[config.mk]
export PLATFORM = sky130hd
export DESIGN_NAME = neck_seq_ctrl
export DESIGN_NICKNAME = d
export VERILOG_FILES = /design/src/rtl/neck_pkg.sv /design/src/rtl/neck_tick_gen.sv /design/src/rtl/neck_seq_ctrl.sv
export SDC_FILE = /design/constraint.sdc
export NUM_CORES = 1
export LEC_CHECK = 0
export CAP_MARGIN = 10
export CORE_ASPECT_RATIO = 1.1
export CORE_UTILIZATION = 35
export CTS_CLUSTER_DIAMETER = 150
export DETAILED_ROUTE_END_ITERATION = 16
export PLACE_DENSITY_LB_ADDON = 0.08
export SETUP_SLACK_MARGIN = 0.02
export SLEW_MARGIN = 0
export SYNTH_ARGS = -nofsm -noshare
export SYNTH_HDL_FRONTEND = slang
export SYNTH_HIERARCHICAL = 1
export SYNTH_SLANG_ARGS = --single-unit
[constraint.sdc]
create_clock -name clk -period 2.15 [get_ports clk]
set_input_delay 0.5375 -clock clk [delete_from_list [all_inputs] [get_ports clk]]
set_output_delay 0.5375 -clock clk [all_outputs]
set_load 0.05 [all_outputs]
[src/rtl/neck_pkg.sv]
// Shared types and constants for the necking-detection sample scheduler.
package neck_pkg;

  typedef enum logic [2:0] {
    IDLE,
    WAIT_TICK,
    ADC,
    FILT,
    DIF,
    JUDGE
  } state_e;

  typedef enum logic [1:0] {
    STG_ADC   = 2'd0,
    STG_FILT  = 2'd1,
    STG_DIF   = 2'd2,
    STG_JUDGE = 2'd3
  } stage_e;

  localparam int unsigned SAMPLE_DIV_DEF = 200;
  localparam int unsigned TIMEOUT_DEF    = 1023;
  localparam int unsigned WDOG_W         = 16;
  localparam int unsigned OVR_W          = 8;

  // States that are waiting on a datapath stage.
  function automatic logic is_busy(state_e s);
    return (s == ADC) || (s == FILT) || (s == DIF) || (s == JUDGE);
  endfunction

  function automatic stage_e stage_of(state_e s);
    case (s)
      FILT:    return STG_FILT;
      DIF:     return STG_DIF;
      JUDGE:   return STG_JUDGE;
      default: return STG_ADC;
    endcase
  endfunction

endpackage

[src/rtl/neck_tick_gen.sv]
// Sample-rate divider: one-cycle tick every DIV clocks while enabled.
module neck_tick_gen
  import neck_pkg::*;
#(
  parameter int unsigned DIV = SAMPLE_DIV_DEF
) (
  input  logic clk,
  input  logic rst_n,
  input  logic en,
  output logic tick_c
);

  localparam int unsigned CW = $clog2(DIV);
  localparam logic [CW-1:0] LAST = CW'(DIV - 1);

  logic [CW-1:0] cnt_q;

  assign tick_c = en && (cnt_q == LAST);

  always_ff @(posedge clk or negedge rst_n) begin
    if (!rst_n) begin
      cnt_q <= '0;
    end else if (!en || tick_c) begin
      cnt_q <= '0;
    end else begin
      cnt_q <= cnt_q + CW'(1);
    end
  end

endmodule

[src/rtl/neck_seq_ctrl.sv]
// Sample scheduler: chains ADC -> Kalman -> differentiators -> judge per tick,
// with per-stage watchdog, overrun counting and status outputs.
module neck_seq_ctrl
  import neck_pkg::*;
#(
  parameter int unsigned SAMPLE_DIV = SAMPLE_DIV_DEF,
  parameter int unsigned TIMEOUT    = TIMEOUT_DEF,
  parameter int unsigned CNT_W      = 16
) (
  input  logic             clk,
  input  logic             rst_n,
  input  logic             en_sys,
  input  logic             clear_err,
  input  logic             adc_done,
  input  logic             filt_done,
  input  logic [2:0]       dif_done,
  input  logic             judge_done,
  output logic             adc_start,
  output logic             kalman_start,
  output logic             dif_start,
  output logic             judge_start,
  output logic             busy,
  output logic [CNT_W-1:0] sample_cnt,
  output logic [OVR_W-1:0] overrun_cnt,
  output logic             timeout_err,
  output logic [1:0]       err_stage
);

  localparam logic [WDOG_W-1:0] WDOG_LAST = WDOG_W'(TIMEOUT - 1);
  localparam logic [OVR_W-1:0]  OVR_MAX   = '1;

  state_e            state_q, state_d;
  logic [WDOG_W-1:0] wdog_q, wdog_d;
  logic [2:0]        collect_q, collect_d;
  logic              tick_c;
  logic              stage_done_c;
  logic              adc_start_d, kalman_start_d, dif_start_d, judge_start_d, busy_d;
  logic [CNT_W-1:0]  sample_cnt_d;
  logic [OVR_W-1:0]  overrun_cnt_d;
  logic              timeout_err_d;
  logic [1:0]        err_stage_d;

  neck_tick_gen #(
    .DIV (SAMPLE_DIV)
  ) u_tick (
    .clk    (clk),
    .rst_n  (rst_n),
    .en     (en_sys),
    .tick_c (tick_c)
  );

  always_comb begin
    state_d        = state_q;
    collect_d      = collect_q;
    stage_done_c   = 1'b0;
    adc_start_d    = 1'b0;
    kalman_start_d = 1'b0;
    dif_start_d    = 1'b0;
    judge_start_d  = 1'b0;
    sample_cnt_d   = sample_cnt;
    overrun_cnt_d  = overrun_cnt;
    timeout_err_d  = timeout_err;
    err_stage_d    = err_stage;

    if (clear_err) begin
      timeout_err_d = 1'b0;
      err_stage_d   = 2'd0;
      overrun_cnt_d = '0;
    end else if (tick_c && (state_q != WAIT_TICK) && (overrun_cnt != OVR_MAX)) begin
      overrun_cnt_d = overrun_cnt + OVR_W'(1);
    end

    case (state_q)
      IDLE: begin
        if (en_sys) state_d = WAIT_TICK;
      end
      WAIT_TICK: begin
        if (tick_c) begin
          adc_start_d = 1'b1;
          state_d     = ADC;
        end else if (!en_sys) begin
          state_d = IDLE;
        end
      end
      ADC: begin
        stage_done_c = adc_done;
        if (adc_done) begin
          kalman_start_d = 1'b1;
          state_d        = FILT;
        end
      end
      FILT: begin
        stage_done_c = filt_done;
        if (filt_done) begin
          dif_start_d = 1'b1;
          state_d     = DIF;
        end
      end
      DIF: begin
        // Differentiators finish in any order; wait until all three have reported.
        collect_d    = collect_q | dif_done;
        stage_done_c = &collect_d;
        if (stage_done_c) begin
          judge_start_d = 1'b1;
          collect_d     = '0;
          state_d       = JUDGE;
        end
      end
      JUDGE: begin
        stage_done_c = judge_done;
        if (judge_done) begin
          sample_cnt_d = sample_cnt + CNT_W'(1);
          state_d      = en_sys ? WAIT_TICK : IDLE;
        end
      end
      default: state_d = IDLE;
    endcase

    // Watchdog abort; a done arriving in the same cycle takes precedence.
    if (is_busy(state_q) && !stage_done_c && (wdog_q == WDOG_LAST)) begin
      timeout_err_d = 1'b1;
      err_stage_d   = stage_of(state_q);
      collect_d     = '0;
      state_d       = en_sys ? WAIT_TICK : IDLE;
    end

    if ((state_d != state_q) || !is_busy(state_q)) begin
      wdog_d = '0;
    end else begin
      wdog_d = wdog_q + WDOG_W'(1);
    end

    busy_d = is_busy(state_d);
  end

  always_ff @(posedge clk or negedge rst_n) begin
    if (!rst_n) begin
      state_q      <= IDLE;
      wdog_q       <= '0;
      collect_q    <= '0;
      adc_start    <= 1'b0;
      kalman_start <= 1'b0;
      dif_start    <= 1'b0;
      judge_start  <= 1'b0;
      busy         <= 1'b0;
      sample_cnt   <= '0;
      overrun_cnt  <= '0;
      timeout_err  <= 1'b0;
      err_stage    <= 2'd0;
    end else begin
      state_q      <= state_d;
      wdog_q       <= wdog_d;
      collect_q    <= collect_d;
      adc_start    <= adc_start_d;
      kalman_start <= kalman_start_d;
      dif_start    <= dif_start_d;
      judge_start  <= judge_start_d;
      busy         <= busy_d;
      sample_cnt   <= sample_cnt_d;
      overrun_cnt  <= overrun_cnt_d;
      timeout_err  <= timeout_err_d;
      err_stage    <= err_stage_d;
    end
  end

endmodule

Word-level counts from Yosys, hierarchy flattened
Index checks and enable logic that the tools add are counted.
{ "totals": {"input_bits": 10, "word_cells": 85, "regBits": 62, "output_inout_bits": 32} }
{ "op_classes": {"addsub": 4, "mux": 31, "n_reduce_logical": 22, "n_bitwise": 1, "eq_ne": 14} }
{ "ops": {"columns": ["cell", "count"], "rows": [
  ["two-way mux 3 bit", 11],
  ["adder 16 x 1 -> 16 bit (second input constant)", 2],
  ["two-way mux 8 bit", 3],
  ["case mux 3 bit (6 select lines)", 1],
  ["adder 8 x 1 -> 8 bit (second input constant)", 2],
  ["equality test 16 x 10 -> 1 bit (second input constant)", 1],
  ["two-way mux 16 bit", 1],
  ["equality test 3 x 2 -> 1 bit (second input constant)", 4],
  ["equality test 3 bit (second input constant)", 4],
  ["two-way mux 1 bit", 11],
  ["equality test 8 bit (second input constant)", 1],
  ["logical OR 1 bit", 8],
  ["inequality test 8 bit (second input constant)", 1],
  ["case mux 2 bit (3 select lines)", 1],
  ["nonzero test 2 bit", 3],
  ["logical AND 1 bit", 5],
  ["two-way mux 2 bit", 2],
  ["case mux 1 bit (4 select lines)", 1],
  ["equality test 3 x 1 -> 1 bit (second input constant)", 1],
  ["logical NOT 1 bit", 3],
  ["logical NOT 3 bit", 1],
  ["inequality test 3 x 1 -> 1 bit (second input constant)", 1],
  ["inequality test 3 bit", 1],
  ["OR 3 bit", 1],
  ["2 further kinds", 2]
]} }

Logic depth before layout (Yosys ltp)
Gate-level depths: netlist (run 1).
{ "depth": {"ltp_word": 11, "depth_mapped": 8, "depth_no_buf": 8} }

Hierarchy
Netlist (run 1), hierarchy kept.
{ "modules_own_cells": {"columns": ["module", "cells_per_inst", "instances", "area_per_inst_um2"], "rows": [
  ["neck_seq_ctrl", 255, 1, 2628.8],
  ["neck_tick_gen", 39, 1, 407.9]
]} }

Worst setup path after synthesis (run 1)
OpenSTA, ideal clock, no wires.
{ "synth_path": {"path_type": "register to register", "start": "reg u_tick.cnt_q[0]", "end": "reg overrun_cnt[6]", "arrival_ps": 1875, "path_stages_with_launch": 9, "synth_period_minus_slack_ps": 1994, "setup_slack_ps": 156, "n_path_buf": 1, "path_cell_list": "dfrtp_1 -> ha_1 -> and4bb_1 -> nand3_1 -> nor2_1 -> o211ai_1 -> buf_2 -> o31a_1 -> o21a_1"} }
{ "synth_between": {"elab_chain_len": 5} }
{ "synth_lines": {"columns": ["element", "line", "rtl"], "rows": [
  ["from (decl)", "neck_tick_gen.sv:16", "logic [CW-1:0] cnt_q;"],
  ["from (signal assigned)", "neck_tick_gen.sv:26", "cnt_q <= cnt_q + CW'(1);"],
  ["equality test 8 bit", "neck_tick_gen.sv:18", "assign tick_c = en && (cnt_q == LAST);"],
  ["logical AND 1 bit", "neck_tick_gen.sv:18", null],
  ["via tick_c", "neck_seq_ctrl.sv:35", "logic tick_c;"],
  ["logical AND 1 bit (2 in series)", "neck_seq_ctrl.sv:69", "end else if (tick_c && (state_q != WAIT_TICK) && (overrun_cnt != OVR_MAX)) begin"],
  ["nonzero test 2 bit (no line)", null, null],
  ["to (signal assigned)", "neck_seq_ctrl.sv:160", "overrun_cnt <= overrun_cnt_d;"],
  ["to (decl)", "neck_seq_ctrl.sv:24", "output logic [OVR_W-1:0] overrun_cnt,"]
]} }
The timed path passes the listed nets, and every way through them passes these cells.
A chain may end at the register's enable or synchronous reset.

Final worst setup path (run 1)
{ "layout_path": {"start": "reg sample_cnt[13]", "end": "out sample_cnt[13]"} }
{ "layout_rtl": {"columns": ["element", "line", "rtl"], "rows": [
  ["from (decl)", "neck_seq_ctrl.sv:23", "output logic [CNT_W-1:0] sample_cnt,"],
  ["from (signal assigned)", "neck_seq_ctrl.sv:159", "sample_cnt <= sample_cnt_d;"]
]} }
No word-level cell between the ends.

==> qor.yml, run 1 <==
cts_buffers: 9
max_slew_margin: 0.661
cts_sinks: 62
num_vias: 2439
ir_drop_mv: 0.319
root_buffer: "clkbuf_8"
avgSynthCellArea_um2: 10.3
synthFlopType: "dfrtp_1"
power_leakage_nw: 1.91
p_total_mw: 2.26
drc: 0
drt_iter0_drc: 76
cts_tree: "built"
n_fill_cell: 823
h-tree-depth: 3
critical_path.max_stage_delay_ns: 0.82
critPathRequiredTime_ns: 1.61
period_minus_slack_ns: 2.08
grt_max_degree: 63
post-dp-hpwl_mm: 4.61
sw_frac_of_total: 0.233
finalWorstSetupSlack_ns: 0.0650
die_area_um2: 9050
final-seq-area_um2: 1550
hold_class: "primary input to async pin"
portBuffers: 41
rows: 35
fin_skew_ns: 0.0115
place_congestion: 0.789
critPathTopFamily: "buffers and inverters"
p_int_mw: 1.74
worst-path-buf-inv: 1
pwr-share-seq: 0.520
synth_async_sr_flop_share: 1.00
yosysUniqueCellTypes: 52
hold_buffers: 0
worstSkewPairLatency_ns: 0.34
path_clk_slew_ns: 0.08
met3WireLength_um: 224
multi_input_area_um2: 1440
synth_area_leaders: "dfrtp_1 (51%), xnor2_1 (4.9%), xor2_1 (4.0%)"
routedWlPerCell_um: 14.0
dr.pass1.iters: 4
p_sw_mw: 0.527
power_density_nw_per_um2: 563
critPathKind: "flip-flop to output port"
worstPathArrival_ns: 1.55
fin_crit_sh: 0.970
routed_via_density: 5.03
status: "finished, final reports clean"
synthToLayoutAreaGrowth_pct: 32.3
ys_ff_latch: 62
grt-ovfl-total: 0
drive_gt1_frac: 0.174
grt_pass1_wl_mm: 11.7
setup_viol: 0
clk_path_buf_depth: 2
end_kind: "output port"
worst_slew_pin_slew_ns: 0.507
yosysMostFrequentCell: "dfrtp_1"
synthesis.area_um2: 3040
ant_nets: 0
core_area_um2: 8410
grt_setup_unrepaired: "true"
syn_inst: 294
antenna_found_initial: 0
die_h_um: 99.7
worst_setup_path_start_kind: "flip-flop"
crit_fanout: 4
seq_area_frac_synth: 0.511
fin_nets: 384
synth_common_cells: "dfrtp_1 (62), nand2_1 (24), nor3_1 (21), a21oi_1 (19)"
pin_count: 42
crit_slowest_cell: "clkdlybuf4s50_1"
grt_usage: 0.162
yosys_warnings: 6
die_w_um: 90.8
wl_met2_mm: 2.95
drt-met1-wl_mm: 3.52
n_antenna_cell: 0
grt_pass1_vias: 2369
cp_cell_sequence: "clkdlybuf4s50_1"
start_util: 0.361
synth_nets: 309
synth_edf_count: 0
cap_violations: 0
highest_layer: "met4"
p_comb_frac: 0.039
p_clk_frac: 0.442
routed_wl_mm: 6.79
max_freq_ghz: 0.480
synth_top_area_share: 0.511
synth.largest_area_cell: "dfrtp_1"
hold_viol: 0
slew_viol_final: 0
post-place-ws_ns: -0.102
## flip-flops by register name (all words and copies together) (netlist names)
register	flops
adc_start	1
state_q	3
overrun_cnt	8
wdog_q	16
err_stage	2
busy	1
timeout_err	1
judge_start	1
collect_q	3
sample_cnt	16
dif_start	1
u_tick/cnt_q	8
kalman_start	1
## logic make-up after synthesis
logic type      after synthesis  share of synthesized area
compound gates               46                     0.0972
xor+xnor                     31                     0.0894
fa+ha+maj                     5                     0.0206
buf+inv                      14                     0.0206
flops                        62                      0.511
mux                           3                    0.00989
simple gates                133                      0.251
## power by group through the flow
| stage | combinational [mW] | clock, mW | sequential, mW |
|---|---|---|---|
| CTS | 0.0858 | 1.04 | 1.17 |
| finish | 0.0876 | 0.999 | 1.18 |
| global route | 0.0994 | 1.09 | 1.18 |
| global placement | 0.0857 | 0 | 1.20 |
| floorplan | 0.0214 | 0 | 1.20 |
| detailed placement | 0.0857 | 0 | 1.20 |
## stage by stage
step	hold slack [ns]	cells	TNS, ns	area (um2)	util
final	0.204	485	0	4020	0.478
after global routing	0.237	485	0	4020	0.478
after CTS	0.205	479	0	3930	0.467
after detailed placement	0.465	463	-2.09	3750	0.446
after global placement	0.464	463	-1.87	3750	0.446
after floorplan	0.242	294	0	3040	-
## final timing paths
kind	from	endpoint	slack [ns]	depth (start not counted)
worst max-delay path	sample_cnt[13]	sample_cnt[13]	0.07	1
worst min-delay path	rst_n	u_tick/cnt_q[4]	0.20	2
worst max register to register	u_tick/cnt_q[0]	overrun_cnt[7]	0.10	7
worst min register to register	sample_cnt[15]	sample_cnt[15]	0.47	1
max in group asynchronous	rst_n	wdog_q[2]	1.68	2
min in group clk	sample_cnt[15]	sample_cnt[15]	0.47	1
## cell type report
| type | count | share of cell area |
|---|---|---|
| Clock buffer | 9 | 0.0308 |
| Clock inverter | 7 | 0.0162 |
| Inverter | 6 | 0.00561 |
| Multi-Input combinational cell | 218 | 0.359 |
| Sequential cell | 62 | 0.386 |
| Tap cell | 111 | 0.0346 |
| Timing Repair Buffer | 72 | 0.167 |
## layout by cell type, fill, tap and decap left out, drive strengths merged, types with 2 or more instances in the layout
cell           Yosys  final
clkinv             0      4
clkinvlp           0      2
nor4               5      5
buf                6     34
nand3             16     16
xor2              14     14
dlygate4sd2        0      7
o21a               2      2
dfrtp             62     62
xnor2             17     17
o31a               2      2
o31ai              3      3
and2               4      4
and4               3      3
nor3b              4      4
clkbuf             2      9
dlymetal6s2s       0      9
mux2i              3      3
nor3              21     21
nand4b             2      2
or4                4      4
ha                 5      5
and3               7      7
or3                8      8
o21ai              9      9
nor2              17     17
a21oi             20     20
nand4              9      9
nand2             24     24
o22ai              2      2
clkdlybuf4s50      0     22
inv                6      6
nor2b              3      3
## metal layers
| metal | vias up | GRT usage |
|---|---|---|
| li1 | 1222 | - |
| met1 | 1163 | 0.230 |
| met2 | 46 | 0.245 |
| met3 | 8 | 0.0291 |
| met4 | 0 | 0.0659 |
| met5 | - | 0 |
## timing repair
action | 4_1_cts | 5_1_grt
setup endpoints to repair | 7 | 17
buffers inserted | 0 | 6
pin swaps | 0 | 4
gates resized for setup | 7 | 15
Note: power is estimated with default switching activity, not from simulation.
==> run 2: changes to the inputs <==
CAP_MARGIN = 20   (was 10)
CTS_CLUSTER_SIZE = 16   (was unset)
==> results of run 2 <==
No change in the layout: final DEF, timing and power equal those of run 1.
